## config.mk

```make
export PLATFORM = sky130hd
export DESIGN_NAME = pipe_ctrl_flat
export DESIGN_NICKNAME = d
export VERILOG_FILES = /design/src/rtl/pipe_ctrl_if.sv /design/src/rtl/pipe_ctrl.sv /design/src/flat_wrapper.sv
export SDC_FILE = /design/constraint.sdc
export NUM_CORES = 1
export LEC_CHECK = 0
export ABC_AREA = 0
export CORE_AREA = 2 2 81 83
export DETAILED_ROUTE_END_ITERATION = 8
export DIE_AREA = 0 0 83 85
export GPL_TIMING_DRIVEN = 0
export HOLD_SLACK_MARGIN = 0.08
export PLACE_DENSITY = 0.84
export SYNTH_ARGS = -nofsm -noshare
export SYNTH_HDL_FRONTEND = slang
export SYNTH_SLANG_ARGS = --single-unit
```

## constraint.sdc

```tcl
create_clock -name clk -period 1.4 [get_ports clk]
set_clock_uncertainty 0.1 [all_clocks]
set_input_delay 0.28 -clock clk [delete_from_list [all_inputs] [get_ports clk]]
set_output_delay 0.28 -clock clk [all_outputs]
set_load 0.1 [all_outputs]
```

## src/rtl/pipe_ctrl_if.sv

```systemverilog
// Stage-signal bundle between the Y86 pipeline datapath and pipe_ctrl.
// The master is the datapath side; the slave is the controller.
interface pipe_ctrl_if #(
  parameter int unsigned WORD_W = 32
);
  logic [3:0]        D_icode_i;
  logic [3:0]        d_srcA_i;
  logic [3:0]        d_srcB_i;
  logic [3:0]        E_icode_i;
  logic [3:0]        E_ifun_i;
  logic [3:0]        E_dstM_i;
  logic [WORD_W-1:0] E_valA_i;
  logic [WORD_W-1:0] E_valB_i;
  logic [WORD_W-1:0] e_valE_i;
  logic              e_Cnd_i;
  logic [3:0]        W_icode_i;

  logic              F_stall_o;
  logic              D_stall_o;
  logic              W_stall_o;
  logic              D_bubble_o;
  logic              E_bubble_o;
  logic              cc_zf_o;
  logic              cc_sf_o;
  logic              cc_of_o;
  logic              halted_o;
  logic [31:0]       stall_cnt_o;
  logic [31:0]       bubble_cnt_o;

  modport master (
    output D_icode_i, d_srcA_i, d_srcB_i, E_icode_i, E_ifun_i, E_dstM_i,
           E_valA_i, E_valB_i, e_valE_i, e_Cnd_i, W_icode_i,
    input  F_stall_o, D_stall_o, W_stall_o, D_bubble_o, E_bubble_o,
           cc_zf_o, cc_sf_o, cc_of_o, halted_o, stall_cnt_o, bubble_cnt_o
  );

  modport slave (
    input  D_icode_i, d_srcA_i, d_srcB_i, E_icode_i, E_ifun_i, E_dstM_i,
           E_valA_i, E_valB_i, e_valE_i, e_Cnd_i, W_icode_i,
    output F_stall_o, D_stall_o, W_stall_o, D_bubble_o, E_bubble_o,
           cc_zf_o, cc_sf_o, cc_of_o, halted_o, stall_cnt_o, bubble_cnt_o
  );
endinterface

```

## src/rtl/pipe_ctrl.sv

```systemverilog
// Y86 pipeline control: condition codes, load/use, mispredict, ret wait, sticky halt.
// Optional performance counters are built when PIPE_CTRL_PERF_EN is defined.
module pipe_ctrl #(
  parameter int unsigned WORD_W   = 32,
  parameter int unsigned RET_WAIT = 2
) (
  input  logic        clk,
  input  logic        rst,
  pipe_ctrl_if.slave  pif
);

  localparam logic [3:0] I_HALT   = 4'h0;
  localparam logic [3:0] I_MRMOVL = 4'h5;
  localparam logic [3:0] I_OPL    = 4'h6;
  localparam logic [3:0] I_JXX    = 4'h7;
  localparam logic [3:0] I_RET    = 4'h9;
  localparam logic [3:0] I_POPL   = 4'hB;
  localparam logic [3:0] R_NONE   = 4'hF;

  localparam logic [3:0] F_ADD = 4'h0;
  localparam logic [3:0] F_SUB = 4'h1;

  localparam int unsigned MSB = WORD_W - 1;

  typedef enum logic {
    RUN,
    HALTED
  } state_t;

  state_t     st, st_nxt;
  logic [1:0] ret_cnt, ret_cnt_nxt;
  logic       zf, sf, of;
  logic       zf_nxt, sf_nxt, of_nxt;

  logic lu, mp, ret_start, ret_act;
  logic f_stall, d_stall, w_stall, d_bubble, e_bubble, halted;

  always_comb begin
    lu = ((pif.E_icode_i == I_MRMOVL) || (pif.E_icode_i == I_POPL)) &&
         (pif.E_dstM_i != R_NONE) &&
         ((pif.E_dstM_i == pif.d_srcA_i) || (pif.E_dstM_i == pif.d_srcB_i));
    mp        = (pif.E_icode_i == I_JXX) && !pif.e_Cnd_i;
    ret_start = (pif.D_icode_i == I_RET) && !lu && !mp;
    ret_act   = ret_start || (ret_cnt != 2'd0);
  end

  always_comb begin
    st_nxt      = st;
    ret_cnt_nxt = ret_cnt;
    zf_nxt      = zf;
    sf_nxt      = sf;
    of_nxt      = of;
    f_stall     = 1'b0;
    d_stall     = 1'b0;
    w_stall     = 1'b0;
    d_bubble    = 1'b0;
    e_bubble    = 1'b0;
    halted      = 1'b0;

    case (st)
      HALTED: begin
        f_stall = 1'b1;
        d_stall = 1'b1;
        w_stall = 1'b1;
        halted  = 1'b1;
      end
      default: begin
        if (pif.W_icode_i == I_HALT)
          st_nxt = HALTED;

        if (pif.E_icode_i == I_OPL) begin
          zf_nxt = (pif.e_valE_i == '0);
          sf_nxt = pif.e_valE_i[MSB];
          case (pif.E_ifun_i)
            F_ADD:   of_nxt = (pif.E_valA_i[MSB] == pif.E_valB_i[MSB]) &&
                              (pif.e_valE_i[MSB] != pif.E_valA_i[MSB]);
            F_SUB:   of_nxt = (pif.E_valA_i[MSB] != pif.E_valB_i[MSB]) &&
                              (pif.e_valE_i[MSB] != pif.E_valB_i[MSB]);
            default: of_nxt = 1'b0;
          endcase
        end

        // A held or squashed ret must not arm the wait; it re-presents later.
        if (ret_start)
          ret_cnt_nxt = 2'(RET_WAIT);
        else if (ret_cnt != 2'd0)
          ret_cnt_nxt = ret_cnt - 2'd1;

        if (lu) begin
          f_stall  = 1'b1;
          d_stall  = 1'b1;
          e_bubble = 1'b1;
        end else if (mp) begin
          d_bubble = 1'b1;
          e_bubble = 1'b1;
        end else if (ret_act) begin
          f_stall  = 1'b1;
          d_bubble = 1'b1;
        end
      end
    endcase
  end

  always_ff @(posedge clk or negedge rst) begin
    if (!rst) begin
      st      <= RUN;
      ret_cnt <= 2'd0;
      zf      <= 1'b1;
      sf      <= 1'b0;
      of      <= 1'b0;
    end else begin
      st      <= st_nxt;
      ret_cnt <= ret_cnt_nxt;
      zf      <= zf_nxt;
      sf      <= sf_nxt;
      of      <= of_nxt;
    end
  end

  // Control outputs are forced low for the whole time reset is held.
  assign pif.F_stall_o  = rst & f_stall;
  assign pif.D_stall_o  = rst & d_stall;
  assign pif.W_stall_o  = rst & w_stall;
  assign pif.D_bubble_o = rst & d_bubble;
  assign pif.E_bubble_o = rst & e_bubble;
  assign pif.halted_o   = rst & halted;
  assign pif.cc_zf_o    = zf;
  assign pif.cc_sf_o    = sf;
  assign pif.cc_of_o    = of;

`ifdef PIPE_CTRL_PERF_EN
  logic [31:0] stall_cnt, bubble_cnt;

  always_ff @(posedge clk or negedge rst) begin
    if (!rst) begin
      stall_cnt  <= '0;
      bubble_cnt <= '0;
    end else if (st == RUN) begin
      if (f_stall && (stall_cnt != '1))
        stall_cnt <= stall_cnt + 32'd1;
      if ((d_bubble || e_bubble) && (bubble_cnt != '1))
        bubble_cnt <= bubble_cnt + 32'd1;
    end
  end

  assign pif.stall_cnt_o  = stall_cnt;
  assign pif.bubble_cnt_o = bubble_cnt;
`else
  assign pif.stall_cnt_o  = '0;
  assign pif.bubble_cnt_o = '0;
`endif

  logic unused_bits;
  assign unused_bits = ^{pif.E_valA_i, pif.E_valB_i};

endmodule
```

## src/flat_wrapper.sv

```systemverilog
// flat-port wrapper written by rule: the top's interface ports become plain ports
module pipe_ctrl_flat 
#(
  parameter int unsigned WORD_W   = 32,
  parameter int unsigned RET_WAIT = 2
)
  (clk, rst, pif_D_icode_i, pif_d_srcA_i, pif_d_srcB_i, pif_E_icode_i, pif_E_ifun_i, pif_E_dstM_i, pif_E_valA_i, pif_E_valB_i, pif_e_valE_i, pif_e_Cnd_i, pif_W_icode_i, pif_F_stall_o, pif_D_stall_o, pif_W_stall_o, pif_D_bubble_o, pif_E_bubble_o, pif_cc_zf_o, pif_cc_sf_o, pif_cc_of_o, pif_halted_o, pif_stall_cnt_o, pif_bubble_cnt_o);
  pipe_ctrl_if #(.WORD_W(WORD_W)) pif_i ();
  input  logic clk;
  input  logic rst;
  input wire logic [$bits(pif_i.D_icode_i)-1:0] pif_D_icode_i;
  input wire logic [$bits(pif_i.d_srcA_i)-1:0] pif_d_srcA_i;
  input wire logic [$bits(pif_i.d_srcB_i)-1:0] pif_d_srcB_i;
  input wire logic [$bits(pif_i.E_icode_i)-1:0] pif_E_icode_i;
  input wire logic [$bits(pif_i.E_ifun_i)-1:0] pif_E_ifun_i;
  input wire logic [$bits(pif_i.E_dstM_i)-1:0] pif_E_dstM_i;
  input wire logic [$bits(pif_i.E_valA_i)-1:0] pif_E_valA_i;
  input wire logic [$bits(pif_i.E_valB_i)-1:0] pif_E_valB_i;
  input wire logic [$bits(pif_i.e_valE_i)-1:0] pif_e_valE_i;
  input wire logic [$bits(pif_i.e_Cnd_i)-1:0] pif_e_Cnd_i;
  input wire logic [$bits(pif_i.W_icode_i)-1:0] pif_W_icode_i;
  output wire logic [$bits(pif_i.F_stall_o)-1:0] pif_F_stall_o;
  output wire logic [$bits(pif_i.D_stall_o)-1:0] pif_D_stall_o;
  output wire logic [$bits(pif_i.W_stall_o)-1:0] pif_W_stall_o;
  output wire logic [$bits(pif_i.D_bubble_o)-1:0] pif_D_bubble_o;
  output wire logic [$bits(pif_i.E_bubble_o)-1:0] pif_E_bubble_o;
  output wire logic [$bits(pif_i.cc_zf_o)-1:0] pif_cc_zf_o;
  output wire logic [$bits(pif_i.cc_sf_o)-1:0] pif_cc_sf_o;
  output wire logic [$bits(pif_i.cc_of_o)-1:0] pif_cc_of_o;
  output wire logic [$bits(pif_i.halted_o)-1:0] pif_halted_o;
  output wire logic [$bits(pif_i.stall_cnt_o)-1:0] pif_stall_cnt_o;
  output wire logic [$bits(pif_i.bubble_cnt_o)-1:0] pif_bubble_cnt_o;
  assign pif_i.D_icode_i = pif_D_icode_i;
  assign pif_i.d_srcA_i = pif_d_srcA_i;
  assign pif_i.d_srcB_i = pif_d_srcB_i;
  assign pif_i.E_icode_i = pif_E_icode_i;
  assign pif_i.E_ifun_i = pif_E_ifun_i;
  assign pif_i.E_dstM_i = pif_E_dstM_i;
  assign pif_i.E_valA_i = pif_E_valA_i;
  assign pif_i.E_valB_i = pif_E_valB_i;
  assign pif_i.e_valE_i = pif_e_valE_i;
  assign pif_i.e_Cnd_i = pif_e_Cnd_i;
  assign pif_i.W_icode_i = pif_W_icode_i;
  assign pif_F_stall_o = pif_i.F_stall_o;
  assign pif_D_stall_o = pif_i.D_stall_o;
  assign pif_W_stall_o = pif_i.W_stall_o;
  assign pif_D_bubble_o = pif_i.D_bubble_o;
  assign pif_E_bubble_o = pif_i.E_bubble_o;
  assign pif_cc_zf_o = pif_i.cc_zf_o;
  assign pif_cc_sf_o = pif_i.cc_sf_o;
  assign pif_cc_of_o = pif_i.cc_of_o;
  assign pif_halted_o = pif_i.halted_o;
  assign pif_stall_cnt_o = pif_i.stall_cnt_o;
  assign pif_bubble_cnt_o = pif_i.bubble_cnt_o;
  pipe_ctrl #(.WORD_W(WORD_W), .RET_WAIT(RET_WAIT)) u_core (.clk(clk), .rst(rst), .pif(pif_i));
endmodule
```

==> PnR_summary.wiki <==
{| class="wikitable"
! Metric !! Value
|-
| Core Footprint || 6200 um^2
|-
| Kind of end point of the critical path || primary output
|-
| Min Hold Slack || 0.383 ns
|-
| Clock tree from TritonCTS || built
|-
| Setup repair after global routing missed its margin || yes
|-
| Worst setup path endpoint || pif_F_stall_o
|-
| Root buffer cell || sky130_fd_sc_hd__clkbuf_8
|-
| Max-slew violations || 0
|-
| Die boundary width || 83 um
|-
| Combined global-route utilization of all metal layers || 8.90%
|-
| Hold violation total from the final report || 0
|-
| Wire length of the first global-routing pass || 5080 um
|-
| Total power per unit cell area || 712 nW/um^2
|-
| Maximum vdd drop || 488 uV
|-
| Floorplan row count || 29
|-
| Final worst path period need || 1.94 ns
|-
| Die Height || 85 um
|-
| Final wirelength || 3370 um
|-
| DRC violation count after routing || 0
|-
| Kind of launch point of the worst setup path || input pin
|-
| Via density per instance || 3.47
|-
| Max-capacitance violation count || 0
|-
| Number of violations reported at the end of detailed-routing iteration 0 || 15
|-
| Worst r2r path cells || 3
|-
| Number of H-tree levels || 1
|-
| Antenna Nets Post-Route || 0
|-
| Routability Congestion || 0.792
|-
| Gate count after technology mapping || 135
|-
| Number of sinks driven by the clock tree || 6
|-
| Count of endpoints failing setup in the final report || 9
|-
| Number of distinct library cell variants in the gate-level netlist after synthesis || 31
|-
| Number of detailed-routing iterations run before antenna repair || 4
|-
| Worst-skew pair later-pin latency || 0.22 ns
|-
| Initial antenna violation count || 0
|-
| Synth Area per Inst || 7.91 um^2
|-
| I/O pin count || 200
|-
| Flop-to-flop setup slack || -0.08 ns
|-
| Tightest Pin Transition || 0.499 ns
|-
| Synthesis-to-layout area growth || 118%
|-
| Minimum setup slack in the final design || -0.538 ns
|-
| Maximum net fanout on the critical path || 3
|-
| Largest net degree at the start of global routing || 8
|-
| Pleak || 0.00120 uW
|-
| Number of flops mapped to enable cells by yosys || 0
|-
| Number of nets in the layout || 408
|-
| Average wire per cell in the routed design || 9.45 um
|-
| Synth Register Bits || 6
|-
| Launch point of the worst path || pif_E_dstM_i[3]
|-
| Worst min-delay path category || reg2reg
|-
| Count of port buffers added during placement || 73
|-
| Number of buffers on the longest clock path || 2
|-
| Commonest register cell after synthesis || sky130_fd_sc_hd__dfrtp_1
|-
| Arrival time at the worst endpoint || 1.56 ns
|-
| Startpoint of the lowest-slack register-to-register path || u_core.st$_DFF_PN0_
|-
| Result of the run || finished with violations
|-
| Total of warnings raised by yosys || 0
|-
| Final critical-path share of the clock period || 138%
|-
| Setup CP Type || in2out
|-
| Violations in the final reports || setup timing
|-
| Clock-pin slew reported for the worst setup and hold paths after clock tree synthesis || 0.04 ns
|-
| Initial standard-cell utilization of the core || 17.2%
|-
| Share of layout cells above drive strength 1 || 40.5%
|-
| FF-to-FF End || u_core.pif.cc_sf_o$_DFFE_PN0P_
|-
| Antenna diode instance count || 0
|-
| Routed via count || 1,234
|-
| Area enclosed by the die boundary || 7060 um^2
|-
| Max-slew headroom || 66.3%
|-
| Residual overflow from global routing || 0
|-
| Maximum frequency from static timing analysis || 516 MHz
|-
| Synthesized area || 1070 um^2
|-
| Async S/R FF share, synth || 100%
|-
| Required time worst endpoint || 1.02 ns
|-
| Via count of the first global-routing pass || 1,195
|-
| Seq/Total Area, Yosys || 14.2%
|-
| Utilization after layout || 37.5%
|-
| Inserted Clock Buffers || 3
|-
| Total half-perimeter wirelength after legalization and detailed placement || 3020 um
|-
| Fin Setup TNS || -2.39 ns
|}
## cell type report
class	count	area [um^2]
timing repair buffer	78	788
clock buffer	4	45.0
multi-input combinational	124	754
buffer	64	480
fill	621	3880
sequential	6	153
inverter	3	11.3
tap	77	96.3
## how the worst min path moves through the flow
| stage | start | endpoint | slack [ns] | depth (start not counted) |
|---|---|---|---|---|
| 2_1_floorplan | rst | u_core.pif.cc_of_o$_DFFE_PN0P_ | -0.12 | 0 |
| 3_3_place_gp | u_core.pif.cc_zf_o$_DFFE_PN1P_ | u_core.pif.cc_zf_o$_DFFE_PN1P_ | 0.36 | 2 |
| 3_5_place_dp | u_core.pif.cc_zf_o$_DFFE_PN1P_ | u_core.pif.cc_zf_o$_DFFE_PN1P_ | 0.36 | 2 |
| 4_1_cts | u_core.pif.cc_zf_o$_DFFE_PN1P_ | u_core.pif.cc_zf_o$_DFFE_PN1P_ | 0.39 | 2 |
| 5_1_grt | u_core.pif.cc_zf_o$_DFFE_PN1P_ | u_core.pif.cc_zf_o$_DFFE_PN1P_ | 0.40 | 2 |
| 6_report | u_core.pif.cc_zf_o$_DFFE_PN1P_ | u_core.pif.cc_zf_o$_DFFE_PN1P_ | 0.38 | 2 |
## cell usage in the layout (no fill, tap or decap), types with 2 or more instances in the layout
cell                               n
sky130_fd_sc_hd__buf_4            67
sky130_fd_sc_hd__conb_1           64
sky130_fd_sc_hd__clkdlybuf4s50_1  41
sky130_fd_sc_hd__buf_6            11
sky130_fd_sc_hd__nor4_1            9
sky130_fd_sc_hd__dlygate4sd2_1     9
sky130_fd_sc_hd__xor2_1            8
sky130_fd_sc_hd__buf_2             6
sky130_fd_sc_hd__nand2_1           5
sky130_fd_sc_hd__buf_12            5
sky130_fd_sc_hd__dfrtp_1           4
sky130_fd_sc_hd__inv_1             3
sky130_fd_sc_hd__nand4_1           3
sky130_fd_sc_hd__clkbuf_8          3
sky130_fd_sc_hd__nand2b_1          2
sky130_fd_sc_hd__o22ai_1           2
## stage by stage
stage	std cells	cell area [um^2]	setup slack (ns)	total power [uW]
finish	356	2330	-0.538	1660
global route	356	2330	-0.572	1730
detailed placement	348	2180	-1.92	1380
CTS	356	2310	-0.540	1670
global placement	348	2180	-1.90	1370
floorplan	198	1360	-0.624	1160
## metal layers
layer / part of all wire, % / up-vias / global-route usage, % / wire length (um)
met5: 0 / - / 0 / 0
met4: 0.98 / 0 / 2.68 / 33
met3: 12 / 2 / 3.31 / 391
met2: 52 / 88 / 17.4 / 1760
met1: 35 / 519 / 8.64 / 1180
li1: - / 625 / - / -
## synth_stat cells, types with 2 or more instances
master                      n  area [um^2]
sky130_fd_sc_hd__o22ai_1    3         18.8
sky130_fd_sc_hd__nand4_1    3         18.8
sky130_fd_sc_hd__dfrtp_1    5          125
sky130_fd_sc_hd__xor2_1     8         70.1
sky130_fd_sc_hd__nand2b_1   2         12.5
sky130_fd_sc_hd__nor2b_1    2         12.5
sky130_fd_sc_hd__nor3b_1    2         15.0
sky130_fd_sc_hd__nor4_1    11         68.8
sky130_fd_sc_hd__o21ai_0    2         10.0
sky130_fd_sc_hd__nor3_1     2         10.0
sky130_fd_sc_hd__buf_4     65          488
sky130_fd_sc_hd__nand2_1    6         22.5
sky130_fd_sc_hd__inv_1      3         11.3
sky130_fd_sc_hd__nor2_1     2         7.51
sky130_fd_sc_hd__and2_1     2         12.5
sky130_fd_sc_hd__a21boi_1   2         15.0
## power by group
group | switching, uW | internal (uW) | leakage (uW)
Sequential | 0.273 | 175 | 0.0000641
Combinational | 894 | 315 | 0.00111
Clock | 77.4 | 196 | 0.0000228
## cell families after synthesis
| logic type | share of synthesized area (%) |
|---|---|
| xor+xnor | 7.39 |
| simple gates | 20.0 |
| buf+inv | 46.8 |
| mux | 1.06 |
| compound gates | 9.03 |
| fa+ha+maj | 1.17 |
| flops | 14.2 |
| other cells | 0.351 |
## worst max-delay path, stage by stage
cell and delay (ns):
sky130_fd_sc_hd__buf_4 0.13, sky130_fd_sc_hd__xor2_1 0.15, sky130_fd_sc_hd__nor4_1 0.25, sky130_fd_sc_hd__o2111a_2 0.32, sky130_fd_sc_hd__nor2_4 0.07, sky130_fd_sc_hd__a21boi_4 0.16, sky130_fd_sc_hd__buf_12 0.19
## flip-flops by register name (all words and copies together) (netlist names)
register and cells:
u_core.pif.cc_of_o 1, u_core.pif.cc_sf_o 1, u_core.st 1, u_core.pif.cc_zf_o 1
u_core.ret_cnt 2
## timing repair
action / 4_1_cts / 5_1_grt
hold buffers: 1 / 0
hold endpoints to repair: 6 / 0
buffers inserted: 4 / 1
resized for setup: 154 / 6
cloned: 0 / 0
setup endpoints to repair: 14 / 11
pin swaps: 20 / 8
No activity file was read; power rests on OpenSTA's default activity.
